File: config.mk
export PLATFORM = sky130hd
export DESIGN_NAME = fifo_rd_ctrl_flat
export DESIGN_NICKNAME = d
export VERILOG_FILES = /design/src/rtl/fifo_rd_ctrl_pkg.sv /design/src/rtl/fifo_rd_ctrl_if.sv /design/src/rtl/fifo_skid_buf.sv /design/src/rtl/fifo_rd_ctrl.sv /design/src/flat_wrapper.sv
export SDC_FILE = /design/constraint.sdc
export NUM_CORES = 1
export LEC_CHECK = 0
export ABC_AREA = 0
export BUFFER_PORTS_ARGS = -buffer_cell sky130_fd_sc_hd__buf_2
export CORE_MARGIN = 3
export CORE_UTILIZATION = 48
export DETAILED_ROUTE_END_ITERATION = 6
export PLACE_DENSITY = 0.81
export REMOVE_ABC_BUFFERS = 1
export SLEW_MARGIN = 40
export SYNTH_ARGS = -nofsm -noshare
export SYNTH_HDL_FRONTEND = slang
export SYNTH_SLANG_ARGS = --single-unit
File: constraint.sdc
create_clock -name sys_clk -period 2.6 [get_ports sys_clk]
set_input_delay 0.26 -clock sys_clk [delete_from_list [all_inputs] [get_ports sys_clk]]
set_output_delay 0.26 -clock sys_clk [all_outputs]
set_load 0.03 [all_outputs]
File: src/rtl/fifo_rd_ctrl_pkg.sv
`default_nettype none
// ============================================================================
// Package : fifo_pkg
// Brief   : Shared types and defaults for the FIFO read controller.
// Rev     : 1.0 - initial release
// ============================================================================
package fifo_pkg;

  // Default read-data width shared by the interface and the controller.
  localparam int DEFAULT_DATA_W = 16;

  // Controller state encoding.
  typedef enum logic [1:0] {
    IDLE  = 2'd0,
    RUN   = 2'd1,
    DRAIN = 2'd2
  } state_e;

endpackage
`default_nettype wire

File: src/rtl/fifo_rd_ctrl_if.sv
`default_nettype none
// ============================================================================
// Interface : fifo_rd_ctrl_if
// Brief     : FIFO read port plus valid/ready output stream.
//             master = controller side, slave = FIFO / downstream side.
// Rev       : 1.0 - initial release
// ============================================================================
interface fifo_rd_ctrl_if #(
  parameter int DATA_W = fifo_pkg::DEFAULT_DATA_W
) ();

  logic              fifo_empty;
  logic [DATA_W-1:0] fifo_rdata;
  logic              fifo_ren;
  logic              m_valid;
  logic [DATA_W-1:0] m_data;
  logic              m_ready;

  modport master (
    input  fifo_empty,
    input  fifo_rdata,
    input  m_ready,
    output fifo_ren,
    output m_valid,
    output m_data
  );

  modport slave (
    output fifo_empty,
    output fifo_rdata,
    output m_ready,
    input  fifo_ren,
    input  m_valid,
    input  m_data
  );

endinterface
`default_nettype wire

File: src/rtl/fifo_skid_buf.sv
`default_nettype none
// ============================================================================
// Module : fifo_skid_buf
// Brief  : Two-entry in-order buffer. head_q is always the oldest word and
//          drives data_o straight from a register.
// Rev    : 1.0 - initial release
// ============================================================================
module fifo_skid_buf #(
  parameter int DATA_W = 16
) (
  input  logic              clk_i,
  input  logic              rst_n_i,
  input  logic              push_i,
  input  logic [DATA_W-1:0] data_i,
  input  logic              pop_i,
  output logic              valid_o,
  output logic [DATA_W-1:0] data_o,
  output logic [1:0]        occ_o
);

  logic [1:0]        occ_q,  occ_d;
  logic [DATA_W-1:0] head_q, head_d;
  logic [DATA_W-1:0] tail_q, tail_d;
  logic              w_pop;
  logic              w_push;

  // Ignore a pop of an empty buffer and a push into a full one that is not
  // being drained in the same cycle; the controller never issues either.
  assign w_pop  = pop_i & (occ_q != 2'd0);
  assign w_push = push_i & ((occ_q != 2'd2) | w_pop);

  // Next-state of occupancy and both entries; order is kept by always
  // promoting tail into head when the head word leaves.
  always_comb begin
    occ_d  = occ_q;
    head_d = head_q;
    tail_d = tail_q;
    case ({w_push, w_pop})
      2'b10: begin
        if (occ_q == 2'd0) head_d = data_i;
        else               tail_d = data_i;
        occ_d = occ_q + 2'd1;
      end
      2'b01: begin
        head_d = tail_q;
        occ_d  = occ_q - 2'd1;
      end
      2'b11: begin
        if (occ_q == 2'd1) begin
          head_d = data_i;
        end else begin
          head_d = tail_q;
          tail_d = data_i;
        end
      end
      default: ;
    endcase
  end

  // Buffer registers with synchronous active-low clear.
  always_ff @(posedge clk_i) begin
    if (!rst_n_i) begin
      occ_q  <= 2'd0;
      head_q <= '0;
      tail_q <= '0;
    end else begin
      occ_q  <= occ_d;
      head_q <= head_d;
      tail_q <= tail_d;
    end
  end

  assign valid_o = (occ_q != 2'd0);
  assign data_o  = head_q;
  assign occ_o   = occ_q;

endmodule
`default_nettype wire

File: src/rtl/fifo_rd_ctrl.sv
`default_nettype none
// ============================================================================
// Module : fifo_rd_ctrl
// Brief  : Drains a one-cycle-latency FIFO into a valid/ready stream with a
//          two-entry buffer, IDLE/RUN/DRAIN control and a delivered-word count.
// Rev    : 1.0 - initial release
// ============================================================================
module fifo_rd_ctrl
  import fifo_pkg::*;
#(
  parameter int DATA_W = DEFAULT_DATA_W,
  parameter int CNT_W  = 16
) (
  input  logic             sys_clk,
  input  logic             sys_rst,
  input  logic             enable,
  output logic             busy,
  output logic [CNT_W-1:0] rd_cnt,
  fifo_rd_ctrl_if.master   bus
);

  state_e            state_q, state_d;
  logic              inflight_q;
  logic [CNT_W-1:0]  rd_cnt_q;

  logic [1:0]        w_occ;
  logic              w_buf_valid;
  logic [DATA_W-1:0] w_buf_data;
  logic              w_valid;
  logic              w_pop;
  logic [2:0]        w_proj;
  logic              w_ren;

  // Outputs are forced quiet while reset is held, even before the first edge.
  assign w_valid = sys_rst & w_buf_valid;
  assign w_pop   = w_valid & bus.m_ready;

  // Occupancy the buffer will have once the outstanding read lands and the
  // current pop retires; a new read is allowed only if that leaves room.
  assign w_proj = {1'b0, w_occ} + {2'b00, inflight_q} - {2'b00, w_pop};
  assign w_ren  = sys_rst & (state_q == RUN) & ~bus.fifo_empty & (w_proj < 3'd2);

  fifo_skid_buf #(
    .DATA_W (DATA_W)
  ) u_buf (
    .clk_i   (sys_clk),
    .rst_n_i (sys_rst),
    .push_i  (inflight_q),
    .data_i  (bus.fifo_rdata),
    .pop_i   (w_pop),
    .valid_o (w_buf_valid),
    .data_o  (w_buf_data),
    .occ_o   (w_occ)
  );

  // Next-state: leave DRAIN for IDLE only when nothing is outstanding.
  always_comb begin
    state_d = state_q;
    case (state_q)
      IDLE:    if (enable) state_d = RUN;
      RUN:     if (!enable) state_d = DRAIN;
      DRAIN: begin
        if (enable)                               state_d = RUN;
        else if (!inflight_q && (w_occ == 2'd0))  state_d = IDLE;
      end
      default: state_d = IDLE;
    endcase
  end

  // State, outstanding-read flag and delivered-word counter.
  always_ff @(posedge sys_clk) begin
    if (!sys_rst) begin
      state_q    <= IDLE;
      inflight_q <= 1'b0;
      rd_cnt_q   <= '0;
    end else begin
      state_q    <= state_d;
      inflight_q <= w_ren;
      if (w_pop) rd_cnt_q <= rd_cnt_q + CNT_W'(1);
    end
  end

  assign bus.fifo_ren = w_ren;
  assign bus.m_valid  = w_valid;
  assign bus.m_data   = sys_rst ? w_buf_data : '0;
  assign busy         = sys_rst & (state_q != IDLE);
  assign rd_cnt       = rd_cnt_q;

endmodule
`default_nettype wire

File: src/flat_wrapper.sv
// flat-port wrapper written by rule: the top's interface ports become plain ports
module fifo_rd_ctrl_flat import fifo_pkg::*;
#(
  parameter int DATA_W = DEFAULT_DATA_W,
  parameter int CNT_W  = 16
)
  (sys_clk, sys_rst, enable, busy, rd_cnt, bus_fifo_empty, bus_fifo_rdata, bus_m_ready, bus_fifo_ren, bus_m_valid, bus_m_data);
  fifo_rd_ctrl_if #(.DATA_W(DATA_W)) bus_i ();
  input  logic sys_clk;
  input  logic sys_rst;
  input  logic enable;
  output logic busy;
  output logic [CNT_W-1:0] rd_cnt;
  input wire logic [$bits(bus_i.fifo_empty)-1:0] bus_fifo_empty;
  input wire logic [$bits(bus_i.fifo_rdata)-1:0] bus_fifo_rdata;
  input wire logic [$bits(bus_i.m_ready)-1:0] bus_m_ready;
  output wire logic [$bits(bus_i.fifo_ren)-1:0] bus_fifo_ren;
  output wire logic [$bits(bus_i.m_valid)-1:0] bus_m_valid;
  output wire logic [$bits(bus_i.m_data)-1:0] bus_m_data;
  assign bus_i.fifo_empty = bus_fifo_empty;
  assign bus_i.fifo_rdata = bus_fifo_rdata;
  assign bus_i.m_ready = bus_m_ready;
  assign bus_fifo_ren = bus_i.fifo_ren;
  assign bus_m_valid = bus_i.m_valid;
  assign bus_m_data = bus_i.m_data;
  fifo_rd_ctrl #(.DATA_W(DATA_W), .CNT_W(CNT_W)) u_core (.sys_clk(sys_clk), .sys_rst(sys_rst), .enable(enable), .busy(busy), .rd_cnt(rd_cnt), .bus(bus_i));
endmodule
==> results of run 1 <==
[flip-flops by register name, summed over array words and instances, names as in the netlist]
name / cells
u_core.rd_cnt: 16
u_core.u_buf.data_o: 16
u_core.u_buf.tail_q: 16
u_core.state_q: 2
u_core.u_buf.occ_o: 2
u_core.inflight_q: 1
[layout make-up]
| class | count | area (sq um) |
|---|---|---|
| Clock buffer | 5 | 68.8 |
| Clock inverter | 3 | 47.5 |
| Fill cell | 409 | 1850 |
| Inverter | 5 | 18.8 |
| Multi-Input combinational cell | 197 | 1350 |
| Sequential cell | 53 | 1060 |
| Tap cell | 67 | 83.8 |
| Timing Repair Buffer | 66 | 360 |
[per-stage QoR]
step                util, %  instances  setup TNS [ns]  area (sq um)  setup WS [ns]
finish                 61.8        396         -0.0360          3000        -0.0360
global route           61.8        396          -0.155          3000         -0.155
CTS                    61.5        394         -0.0278          2980        -0.0278
detailed placement     58.0        384               0          2810          0.165
global placement       58.0        384               0          2810          0.221
floorplan                 -        255          -0.158          2400         -0.158
[worst max path at each step]
| stage | end | cells after the start | from | slack (ns) |
|---|---|---|---|---|
| 2_1_floorplan | bus_fifo_ren | 8 | u_core.u_buf.occ_o[1] | -0.16 |
| 3_3_place_gp | bus_fifo_ren | 9 | u_core.u_buf.occ_o[0] | 0.22 |
| 3_5_place_dp | bus_fifo_ren | 9 | u_core.u_buf.occ_o[0] | 0.17 |
| 4_1_cts | bus_fifo_ren | 9 | u_core.u_buf.occ_o[1] | -0.03 |
| 5_1_grt | bus_fifo_ren | 9 | u_core.u_buf.occ_o[1] | -0.16 |
| 6_report | bus_fifo_ren | 9 | u_core.u_buf.occ_o[1] | -0.04 |
[cell families after synthesis]
group | after synthesis
simple gates | 99
flops | 53
compound gates | 43
mux | 38
buf+inv | 20
xor+xnor | 11
fa+ha+maj | 6
[Yosys cell counts (4+ instances only)]
cell type | number | area (sq um)
nand2b_1 | 4 | 25.0
nor2_1 | 34 | 128
nand2_1 | 17 | 63.8
dfxtp_1 | 53 | 1060
o21ai_0 | 20 | 100
xor2_1 | 4 | 35.0
nand4_1 | 5 | 31.3
ha_1 | 5 | 62.6
and2_1 | 16 | 100
a21oi_1 | 19 | 95.1
inv_1 | 5 | 18.8
clkbuf_1 | 11 | 41.3
mux2i_1 | 38 | 380
xnor2_1 | 7 | 61.3
nand3_1 | 4 | 20.0
[layer usage]
metal | routed length, um | GRT usage [%] | part of all wire, % | up-vias
met2 | 2380 | 29.0 | 46 | 55
met3 | 297 | 4.06 | 5.8 | 7
li1 | - | - | - | 1057
met1 | 2420 | 22.1 | 47 | 974
met5 | 0 | 0 | 0 | -
met4 | 57 | 6.41 | 1.1 | 0
[power by group]
part / switching (mW) / internal (mW)
clock: 0.287 / 0.294
combinational: 0.135 / 0.0916
sequential: 0.0143 / 0.841
total: 0.436 / 1.23
[what timing repair did]
item / in CTS / in global routing
pin swaps: 3 / 1
setup buffers: 2 / 2
resized for setup: 9 / 0
setup endpoints to repair: 1 / 1
hold buffers: 0 / 0
==> flow_metrics.py, run 1 <==
metrics = {
    "critical_path": {
        "cp_top_family": "adder cells",
        "cp_max_fo": 2,
        "crit_buf_inv": 2,
        "timing.reg2reg.setup_slack_ns": 0.52,
        "r2r.worst_path.cells": 9,
        "slowest_delay_ns": 0.51,
        "reg2reg_from": "u_core.u_buf.occ_o[1]",
        "crit_type": "flip-flop to primary output",
        "cp_slowest_cell": "fa_1",
        "path_cells": "inv_2, ha_4, and3b_2, ha_4, nand2b_4, fa_1, nand4b_1, nor2_1, buf_4",
        "endpoint_kind": "primary output",
        "arrival_ns": 2.38,
        "start_kind": "flip-flop",
        "crit_path_frequent_cell": "ha_4",
        "cp.required_ns": 2.34,
        "r2r-end": "u_core.inflight_q",
    },
    "placed_design": {
        "gp_congestion": 0.828,
        "port_buffers": 55,
        "dp_hpwl_um": 3510,
    },
    "hold_path": {
        "hp-class": "primary input to flip-flop",
        "holdPathStages": 2,
        "worstHoldEndpoint": "u_core.state_q[1]",
        "hp-start": "enable",
    },
    "cells_and_area": {
        "diodes": 0,
        "final_common_cell": "buf_2",
        "fin_nets": 355,
        "drive_gt1_share_pct": 26.4,
        "mostFrequentLayoutCells": "buf_2, dfxtp_1, mux2i_1",
        "area_growth_pct": 21.0,
    },
    "timing": {
        "whs_ns": 0.110,
        "fin_crit_ns": 2.64,
        "relSlewSlack_pct": 65.1,
        "finalHoldViolCount": 0,
        "layout_setup_ws_ns": -0.0360,
        "post-route-period-util_pct": 101,
        "setup_viol_count_final": 1,
        "skew_ns": 0.0110,
        "fmax_mhz": 379,
        "worst_pin_slew_ns": 0.522,
        "report.final.slew_viol_count": 0,
        "rsz0062_at_grt": "yes",
    },
    "drt": {
        "wirelength_um": 5150,
        "wl_per_cell_um": 13.0,
        "drt-initial-drc-count": 46,
        "dr.pass1.iters": 4,
        "postRouteAntennaNets": 0,
        "route.detailed.drc": 0,
        "vias_per_cell": 5.29,
        "num_vias": 2093,
    },
    "floorplanning": {
        "die_y_um": 77.8,
        "start_util_pct": 51.1,
        "core.rowCount": 25,
        "die_w_um": 77.8,
        "ioPinCount": 56,
        "core_sq_mm": 0.00485,
        "dieArea_sq_mm": 0.00606,
    },
    "power_and_ir_drop": {
        "cellPowerDensity_mw_per_mm2": 555,
        "finalPower_mw": 1.66,
        "p_leak_nw": 1.37,
        "ir_drop_mv": 0.547,
    },
    "global_routing": {
        "antenna_found_initial": 0,
        "grt_pass1_vias": 1923,
        "grt_start_max_net_pins": 48,
        "track_usage_pct": 17.5,
        "grt_pass1_wl_um": 8590,
        "gr-total-overflow": 0,
    },
    "logic_synthesis": {
        "syn-cell-area_sq_mm": 0.00248,
        "synth.distinct_cells": 36,
        "yosys_warnings": 0,
        "ys.flop_type": "dfxtp_1",
        "synthAdderAreaFrac_pct": 3.34,
        "synth_edf_count": 0,
        "synth_compound_area_share_pct": 9.95,
        "synth-seq-cells": 53,
        "synth.avg_cell_area_sq_um": 9.17,
        "synth-async-reset-ratio_pct": 0,
        "seq_area_frac_synth_pct": 42.8,
        "synthXorXnorAreaFrac_pct": 3.89,
        "synthMuxAreaShare_pct": 15.4,
        "synth_top_family_by_area": "simple AND/OR/NAND/NOR gates",
        "netlist_instances": 270,
        "synth-simple-area-share_pct": 20.6,
    },
    "clock_tree": {
        "cts_tree": "built",
        "htreeDepth": 2,
        "cts_root_buf": "clkbuf_8",
        "cts_buffer_depth": 2,
        "insertion_delay_ns": 0.31,
        "cts_buffers": 5,
        "clock_sinks": 53,
        "clkTransAtPathRegs_ns": 0.10,
    },
    "status": {
        "violations": "negative setup slack",
        "status": "finished, violations left",
    },
    "job": {
        "maxCapViolCount": 0,
    },
}
Power figures use the tool's default switching activity.
==> run 2: changes to the inputs <==
--- a/config.mk
+++ b/config.mk
@@ -8,11 +8,12 @@
 export ABC_AREA = 0
 export BUFFER_PORTS_ARGS = -buffer_cell sky130_fd_sc_hd__buf_2
 export CORE_MARGIN = 3
-export CORE_UTILIZATION = 48
+export CORE_UTILIZATION = 45
 export DETAILED_ROUTE_END_ITERATION = 6
-export PLACE_DENSITY = 0.81
+export PLACE_DENSITY = 0.77
 export REMOVE_ABC_BUFFERS = 1
 export SLEW_MARGIN = 40
 export SYNTH_ARGS = -nofsm -noshare
 export SYNTH_HDL_FRONTEND = slang
+export SYNTH_HIERARCHICAL = 1
 export SYNTH_SLANG_ARGS = --single-unit
==> flow_metrics.py, run 2 <==
metrics = {
    "clock_tree": {
        "insertion_delay_ns": 0.31,
        "clkTransAtPathRegs_ns": 0.09,
        "cts_buffer_depth": 2,
        "clock_sinks": 53,
        "cts_buffers": 5,
        "cts_tree": "built",
        "htreeDepth": 2,
        "ctsHoldBuffers": 0,
        "cts_root_buf": "clkbuf_8",
    },
    "drt": {
        "dr.pass1.iters": 4,
        "wirelength_um": 5330,
        "vias_per_cell": 5.12,
        "postRouteAntennaNets": 0,
        "num_vias": 2065,
        "route.detailed.drc": 0,
        "wl_per_cell_um": 13.2,
        "drt-initial-drc-count": 50,
    },
    "logic_synthesis": {
        "synth_most_common_cell": "dfxtp_1",
        "synth_edf_count": 0,
        "synth-async-reset-ratio_pct": 0,
        "synth-seq-cells": 53,
        "yosys.area.top_type_share_pct": 42.5,
        "synth.distinct_cells": 43,
        "synth.avg_cell_area_sq_um": 9.39,
        "ys_top_cells_by_area": "dfxtp_1, mux2i_1, nor2_1",
        "seq_area_frac_synth_pct": 42.5,
        "ys.flop_type": "dfxtp_1",
        "synthTopCellsByCount": "dfxtp_1, nor2_1, inv_1, mux2i_1, and2_1",
        "netlist_instances": 266,
        "synth_top_area_cell": "dfxtp_1",
        "syn-cell-area_sq_mm": 0.00250,
        "yosys_warnings": 6,
    },
    "cells_and_area": {
        "area_growth_pct": 21.3,
        "final_common_cell": "buf_2",
        "fin_nets": 359,
        "diodes": 0,
        "drive_gt1_share_pct": 31.5,
        "fin_area_sq_mm": 0.00303,
        "mostFrequentLayoutCells": "buf_2, dfxtp_1, nor2_1",
        "fillers": 499,
    },
    "critical_path": {
        "cp_max_fo": 2,
        "cp.required_ns": 2.34,
        "cp_top_family": "adder cells",
        "path_cells": "inv_2, ha_4, inv_4, nand3_4, clkinv_4, ha_4, nand2b_4, fa_1, nand4b_1, nor2_1, buf_4",
        "arrival_ns": 2.26,
        "cp_slowest_cell": "fa_1",
        "endpoint_kind": "primary output",
        "crit_buf_inv": 4,
        "slowest_delay_ns": 0.48,
        "crit_type": "flip-flop to primary output",
        "start_kind": "flip-flop",
        "crit_path_frequent_cell": "ha_4",
    },
    "timing": {
        "post-route-period-util_pct": 97.1,
        "skew_ns": 0.00530,
        "relSlewSlack_pct": 50.2,
        "fin_crit_ns": 2.52,
        "finalHoldViolCount": 0,
        "setup_viol_count_final": 0,
        "rsz0062_at_grt": "yes",
        "worst_pin_slew_ns": 0.746,
        "layout_setup_ws_ns": 0.0762,
        "report.final.slew_viol_count": 0,
        "fmax_mhz": 396,
    },
    "global_routing": {
        "grt_pass1_vias": 1959,
        "grt_pass1_wl_um": 9000,
        "track_usage_pct": 17.7,
        "gr-total-overflow": 0,
        "grt_start_max_net_pins": 41,
        "antenna_found_initial": 1,
    },
    "power_and_ir_drop": {
        "p_leak_nw": 1.47,
        "cellPowerDensity_mw_per_mm2": 478,
        "ir_drop_mv": 0.328,
    },
    "floorplanning": {
        "start_util_pct": 47.7,
        "core_sq_mm": 0.00524,
        "dieArea_sq_mm": 0.00648,
        "ioPinCount": 56,
        "die_y_um": 80.5,
        "die_w_um": 80.5,
        "core.rowCount": 26,
    },
    "placed_design": {
        "placed_cell_area_sq_mm": 0.00284,
        "port_buffers": 55,
        "dp_hpwl_um": 3590,
        "dp_slack_ns": 0.166,
        "gp_congestion": 0.702,
    },
    "job": {
        "maxCapViolCount": 0,
    },
    "status": {
        "status": "complete, no violations",
    },
    "hold_path": {
        "hp-class": "primary input to flip-flop",
    },
}
## run 2: cell types whose count changed after synthesis, moves of 5 or more
cell,previous run,this run
mux2i_1,38,20
inv_1,5,20
o21ai_0,20,5
a21oi_1,19,11
o221ai_1,0,14
clkbuf_1,11,6
nand2_1,17,10
a21oi_2,0,10
## run 2: routing by layer
layer / vias up / track usage [%] / wire [um]
met5: - / 0 / 13
met4: 2 / 6.42 / 72
met3: 10 / 4.48 / 357
met2: 55 / 29.6 / 2530
met1: 954 / 21.9 / 2360
li1: 1044 / - / -
## run 2: worst paths after layout
path              slack (ns)                 to  cells past startpoint                  start
hold reg to reg         0.48  u_core/state_q[0]                      1      u_core/state_q[1]
setup / recovery        0.08       bus_fifo_ren                     11  u_core/u_buf/occ_o[1]
hold / removal          0.12  u_core/state_q[1]                      2                 enable
setup reg to reg        0.17  u_core/inflight_q                     15  u_core/u_buf/occ_o[1]
## run 2: what timing repair did
| item | in CTS | in global routing |
|---|---|---|
| endpoints found under the setup margin | 1 | 1 |
| pin swaps | 4 | 2 |
| gates resized for setup | 10 | 1 |
| endpoints found under the hold margin | 0 | 0 |
| setup buffers | 8 | 1 |
## run 2: cells by family after synthesis
family                     count (synthesis)  share of synthesized area [%]
and+or+nand+nor                           94                           20.7
adders and majority gates                  6                           3.30
muxes                                     20                           8.01
buffers and inverters                     34                           6.96
xor gates and xnor gates                  13                           4.56
AOI/OAI and AO/OA                         46                           14.0
DFF                                       53                           42.5
## run 2: layout make-up
| cell class | instances | area, sq um | area share [%] |
|---|---|---|---|
| multi-input combinational | 179 | 1310 | 43.1 |
| sequential | 53 | 1060 | 35.1 |
| timing repair buffer | 71 | 398 | 13.1 |
| inverter | 22 | 90.1 | 2.97 |
| tap | 70 | 87.6 | 2.89 |
| clock buffer | 7 | 76.3 | 2.52 |
| clock inverter | 1 | 7.51 | 0.248 |
## run 2: worst register-to-register path, cell delays in order, from the launching register on
cell	delay, ns
dfxtp_2	0.34
inv_2	0.05
ha_4	0.16
inv_4	0.06
nand3_4	0.08
clkinv_4	0.06
ha_4	0.18
nand2b_4	0.13
fa_1	0.48
nand4b_1	0.12
buf_4	0.16
buf_4	0.12
buf_4	0.12
buf_4	0.12
buf_4	0.12
nor2_1	0.08
## run 2: metrics by stage
| stage | TNS (ns) | power [mW] | cells | hold slack (ns) | utilization [%] |
|---|---|---|---|---|---|
| floorplan | -0.163 | 0.936 | 254 | 0.337 | - |
| global placement | 0 | 0.990 | 386 | 0.443 | 54.0 |
| detailed placement | 0 | 0.995 | 386 | 0.452 | 54.2 |
| CTS | 0 | 1.46 | 402 | 0.112 | 57.7 |
| global route | -0.0583 | 1.51 | 403 | 0.125 | 57.9 |
| finish | 0 | 1.45 | 403 | 0.121 | 57.9 |
## run 2: power by group
part	internal, mW	switching [mW]
Combinational	0.0618	0.0889
Clock	0.191	0.270
Sequential	0.827	0.00960
